<file path="src/rtl/gf180mcu_osu_sc_gp9t3v3__lshifup_hs.sv">
// Core-domain receiver for words sent up through level-up cells over a 4-phase REQ/ACK handshake.
// Optional WAIT_LO timeout with sticky ERR is enabled by defining LSHIFUP_TIMEOUT_EN.
module gf180mcu_osu_sc_gp9t3v3__lshifup_hs #(
  parameter int unsigned W     = 8,
  parameter int unsigned NSYNC = 2,
  parameter int unsigned TMO   = 15
) (
  input  logic         CLK,
  input  logic         RN,
  input  logic         REQ_L,
  input  logic [W-1:0] D_L,
  output logic         ACK,
  output logic [W-1:0] Y,
  output logic         VALID,
  output logic         BUSY,
  output logic         ERR
);

  if (W < 1 || W > 32) begin : g_bad_w
    $error("W must be in 1..32");
  end
  if (NSYNC < 2 || NSYNC > 4) begin : g_bad_nsync
    $error("NSYNC must be in 2..4");
  end
  if (TMO < 1 || TMO > 255) begin : g_bad_tmo
    $error("TMO must be in 1..255");
  end

  typedef enum logic [1:0] {
    IDLE    = 2'd0,
    CAPT    = 2'd1,
    WAIT_LO = 2'd2
  } state_t;

  state_t           state;
  logic [NSYNC-1:0] sync;
  logic             req_s;
  logic             start_c;
  logic             tmo_hit_c;

  // REQ_L crosses into the CLK domain through a plain flop chain
  always_ff @(posedge CLK) begin
    if (!RN) begin
      sync <= '0;
    end else begin
      sync <= {sync[NSYNC-2:0], REQ_L};
    end
  end

  assign req_s = sync[NSYNC-1];

`ifdef LSHIFUP_TIMEOUT_EN
  localparam logic [7:0] TMO_LAST = 8'(TMO - 1);

  logic [7:0] cnt;
  logic       req_q;

  // After a timeout req_s may still be high; only a fresh rising edge starts a transfer
  assign start_c   = req_s & ~req_q;
  assign tmo_hit_c = (state == WAIT_LO) && req_s && (cnt == TMO_LAST);

  always_ff @(posedge CLK) begin
    if (!RN) begin
      cnt   <= 8'd0;
      req_q <= 1'b0;
      ERR   <= 1'b0;
    end else begin
      req_q <= req_s;
      if (state == CAPT) begin
        cnt <= 8'd0;
      end else if (state == WAIT_LO) begin
        cnt <= cnt + 8'd1;
      end
      if (tmo_hit_c) begin
        ERR <= 1'b1;
      end
    end
  end
`else
  assign start_c   = req_s;
  assign tmo_hit_c = 1'b0;
  assign ERR       = 1'b0;
`endif

  // Handshake FSM; Y, VALID and ACK update on the edge that enters CAPT
  always_ff @(posedge CLK) begin
    if (!RN) begin
      state <= IDLE;
      ACK   <= 1'b0;
      Y     <= '0;
      VALID <= 1'b0;
      BUSY  <= 1'b0;
    end else begin
      VALID <= 1'b0;
      case (state)
        IDLE: begin
          if (start_c) begin
            state <= CAPT;
            Y     <= D_L;
            VALID <= 1'b1;
            ACK   <= 1'b1;
            BUSY  <= 1'b1;
          end
        end
        CAPT: begin
          state <= WAIT_LO;
        end
        WAIT_LO: begin
          if (!req_s || tmo_hit_c) begin
            state <= IDLE;
            ACK   <= 1'b0;
            BUSY  <= 1'b0;
          end
        end
        default: begin
          state <= IDLE;
          ACK   <= 1'b0;
          BUSY  <= 1'b0;
        end
      endcase
    end
  end

endmodule

</file>
<file path="config.mk">
export PLATFORM = sky130hd
export DESIGN_NAME = gf180mcu_osu_sc_gp9t3v3__lshifup_hs
export DESIGN_NICKNAME = d
export VERILOG_FILES = /design/src/rtl/gf180mcu_osu_sc_gp9t3v3__lshifup_hs.sv
export SDC_FILE = /design/constraint.sdc
export NUM_CORES = 1
export LEC_CHECK = 0
export CAP_MARGIN = 5
export CORE_MARGIN = 4
export CORE_UTILIZATION = 29
export DETAILED_ROUTE_END_ITERATION = 16
export PLACE_DENSITY = 0.69
export SYNTH_ARGS = -nofsm -noshare
export SYNTH_HDL_FRONTEND = slang
export SYNTH_SLANG_ARGS = --single-unit
</file>
<file path="constraint.sdc">
create_clock -name CLK -period 3.2 [get_ports CLK]
set_clock_uncertainty 0.2 [all_clocks]
set_input_delay 0.64 -clock CLK [delete_from_list [all_inputs] [get_ports CLK]]
set_output_delay 0.64 -clock CLK [all_outputs]
set_load 0.03 [all_outputs]
</file>
Word-level counts from Yosys, hierarchy flattened
Index checks and enable logic that the tools add are counted.
{ "totals": {"inputBits": 11, "regBits": 14, "out_inout_bits": 12} }
{ "op_classes": {"n_eq_ne": 4, "mux": 7, "reduce_logical": 5, "bitwise_logic": 1} }
{ "op_table": {"columns": ["operator", "count"], "rows": [
  ["$pmux 2 s3", 1],
  ["$reduce_and 2->1", 3],
  ["$mux 2", 2],
  ["$ne 2x2->1 const B", 2],
  ["$mux 1", 3],
  ["$pmux 1 s3", 1],
  ["$reduce_and 3->1", 1],
  ["$eq 2x1->1 const B", 1],
  ["$eq 2x2->1 const B", 1],
  ["$logic_not 2->1", 1],
  ["$not 1->1", 1]
]} }

Logic depth before layout (Yosys ltp)
{ "depth": {"word_depth": 3, "mapped_depth": 4, "ltp_nobuf": 3} }

Least setup slack after synthesis
Ideal clock, no wire load.
{ "synth_timing": {"path_type": "register -> output", "start": "register BUSY", "end": "output port BUSY", "slack_ps": 1640, "required_ps": 2360, "path_buffers": 1, "arrival_time_ps": 720, "stages_incl_launch_ff": 2, "cell_sequence": "dfxtp_1 -> buf_4"} }
{ "synth_rtl": {"columns": ["element", "line_no", "text"], "rows": [
  ["start, declared", "15", "output logic BUSY,"],
  ["start signal, assigned", "92", "BUSY <= 1'b0;"],
  ["start signal, assigned", "102", "BUSY <= 1'b1;"],
  ["start signal, assigned", "112", "BUSY <= 1'b0;"]
]} }
No word-level cell between the ends.

==> out/metrics.cfg <==
[synthesis]
syn-instance-count=56
ys_warn_count=0
syn_avg_cell_area_um2=9.741
netlist_area_um2=545.5
synth-seq-area-share=0.5138
synth.distinct_cells=17
synth-seq-cells=14
syn_nets=67

[detailed_routing]
postRouteWirelength_um=1014
drc=0
vias=416
drtIter0Drc=5
viasPerCell=4.119
wire_per_inst_um=10.04
firstDrtPassIters=4
postRouteAntennaNets=0

[grt]
grt_pass1_wl_um=1621
grt_pass1_vias=390
grt_max_degree=23
antenna_found_initial=0
grt_usage=0.08743
grt_overflow=0

[critical_path]
cpMaxStageDelayCell=clkdlybuf4s50_1
end_kind=primary output
cp_max_fo=3
crit_path_cell_trace=clkdlybuf4s50_1
slowest_delay_ns=0.68
critPathTopFamily=buffers and inverters
path_class=reg -> out
cp.buffers_inverters=1
cp.arrival_ns=1.31
worstSetupStartpointType=flip-flop
critPathRequiredTime_ns=2.36

[clock_tree]
postCtsHoldBufs=0
root_buffer=clkbuf_4
clkTransAtPathRegs_ns=0.08
cts-htree-levels=1
cts.path.max_buffers=2
cts_tree=done
insertion_delay_ns=0.27
post_cts_buffers=0
cts-buffers-inserted=3
cts.sinks=14
ctsResizeCount=0

[job]
maxCapViolCount=0

[placement]
dp_hpwl_um=676.6
gp_congestion=0.6172
place_area_um2=745.7
portBuffers=21

[layout]
antenna_cells=0
fillCellCount=182
stdcell_area_um2=782.0
fin_nets=88
final_cell_mix=clkdlybuf4s50_1 (21), dfxtp_1 (14), nand2_1 (9)
layout_commonest_cell=clkdlybuf4s50_1
drive_above_1_share=0.1447
area_delta_synth_final_pct=43.35

[pwr]
p_leak_nw=0.2766
power_density_mw_per_mm2=455.1
ir_drop_mv=0.1888

[sta]
finalHoldViolCount=0
worst_pin_slew_ns=0.6925
slew_viol_final=0
max_freq_ghz=0.4641
fin_crit_sh=0.6734
rsz0062_at_grt=no
setup_tns_ns=0
slew_headroom=0.5369
fin_crit_ns=2.155
setup-violations-final=0

[hold_path]
hold_class=reg -> reg

[floorplanning]
fp.dieH_um=51.37
die_area_mm2=0.002639
rows=15
start_util=0.3125
core-area_mm2=0.001745
io_pins=23
die_width_um=51.37

[status]
status=finished, final reports clean

==> registers in the layout, indices dropped and copies added (netlist names) <==
signal  cells
BUSY        1
Y           8
sync        2
state       2
VALID       1
==> per-layer routing <==
layer,GRT usage,vias up,part of all wire
met1,0.09091,176,0.45
met2,0.1229,17,0.42
met3,0.04082,2,0.12
met4,0.09170,0,0.0089
met5,0,-,0
li1,-,221,-
==> where the power goes <==
group | internal, mW | total, mW | leakage, nW | switching (mW)
Sequential | 0.180 | 0.184 | 0.114 | 0.00332
Combinational | 0.0241 | 0.0477 | 0.142 | 0.0237
Clock | 0.0692 | 0.125 | 0.0210 | 0.0554
Total | 0.273 | 0.356 | 0.277 | 0.0824
==> kinds of logic after synthesis <==
logic type | Yosys count | share of synthesized area
and+or+nand+nor | 25 | 0.2729
other | 1 | 0.006874
muxes | 1 | 0.01835
DFF | 14 | 0.5138
AOI/OAI and AO/OA | 8 | 0.08716
buffers and inverters | 6 | 0.08254
adders and majority gates | 1 | 0.01835
==> path summary, 6_finish.rpt <==
| check | from | depth (start not counted) | slack (ns) | to |
|---|---|---|---|---|
| worst max-delay path | BUSY | 1 | 1.05 | ACK |
| worst min register to register | sync[0] | 1 | 0.24 | sync[1] |
| worst min-delay path | sync[0] | 1 | 0.24 | sync[1] |
| worst max register to register | state[0] | 2 | 1.69 | Y[3] |
==> Yosys cell counts (all sizes together) <==
library cell / instances / area, µm²
buf: 4 / 37.53
nor3b: 1 / 18.77
mux2i: 1 / 10.01
and2: 6 / 40.03
conb: 1 / 3.750
inv: 1 / 3.750
dfxtp: 14 / 280.3
nand2: 9 / 33.78
nand3: 8 / 50.05
o21ai: 8 / 47.55
maj3: 1 / 10.01
clkbuf: 1 / 3.750
nor2b: 1 / 6.260
==> stage by stage <==
step | total power [mW] | cells | worst slack [ns] | utilization | hold slack [ns]
global route | 0.3743 | 101 | 0.9947 | 0.4480 | 0.2799
finish | 0.3559 | 101 | 1.045 | 0.4480 | 0.2431
global placement | 0.2353 | 97 | 1.106 | 0.4272 | 0.2168
detailed placement | 0.2356 | 97 | 1.072 | 0.4272 | 0.2258
floorplan | 0.2152 | 56 | 1.640 | - | 0.2119
CTS | 0.3644 | 101 | 1.022 | 0.4480 | 0.2490
==> final cells by class <==
class	count	area, µm²	share of cell area
timing repair buffer	21	210.2	0.2688
inverter	1	3.754	0.004800
clock buffer	4	36.28	0.04640
tap	25	31.28	0.04000
sequential	14	280.3	0.3584
multi-input combinational	36	220.2	0.2816
Note: power is estimated with default switching activity, not from simulation.
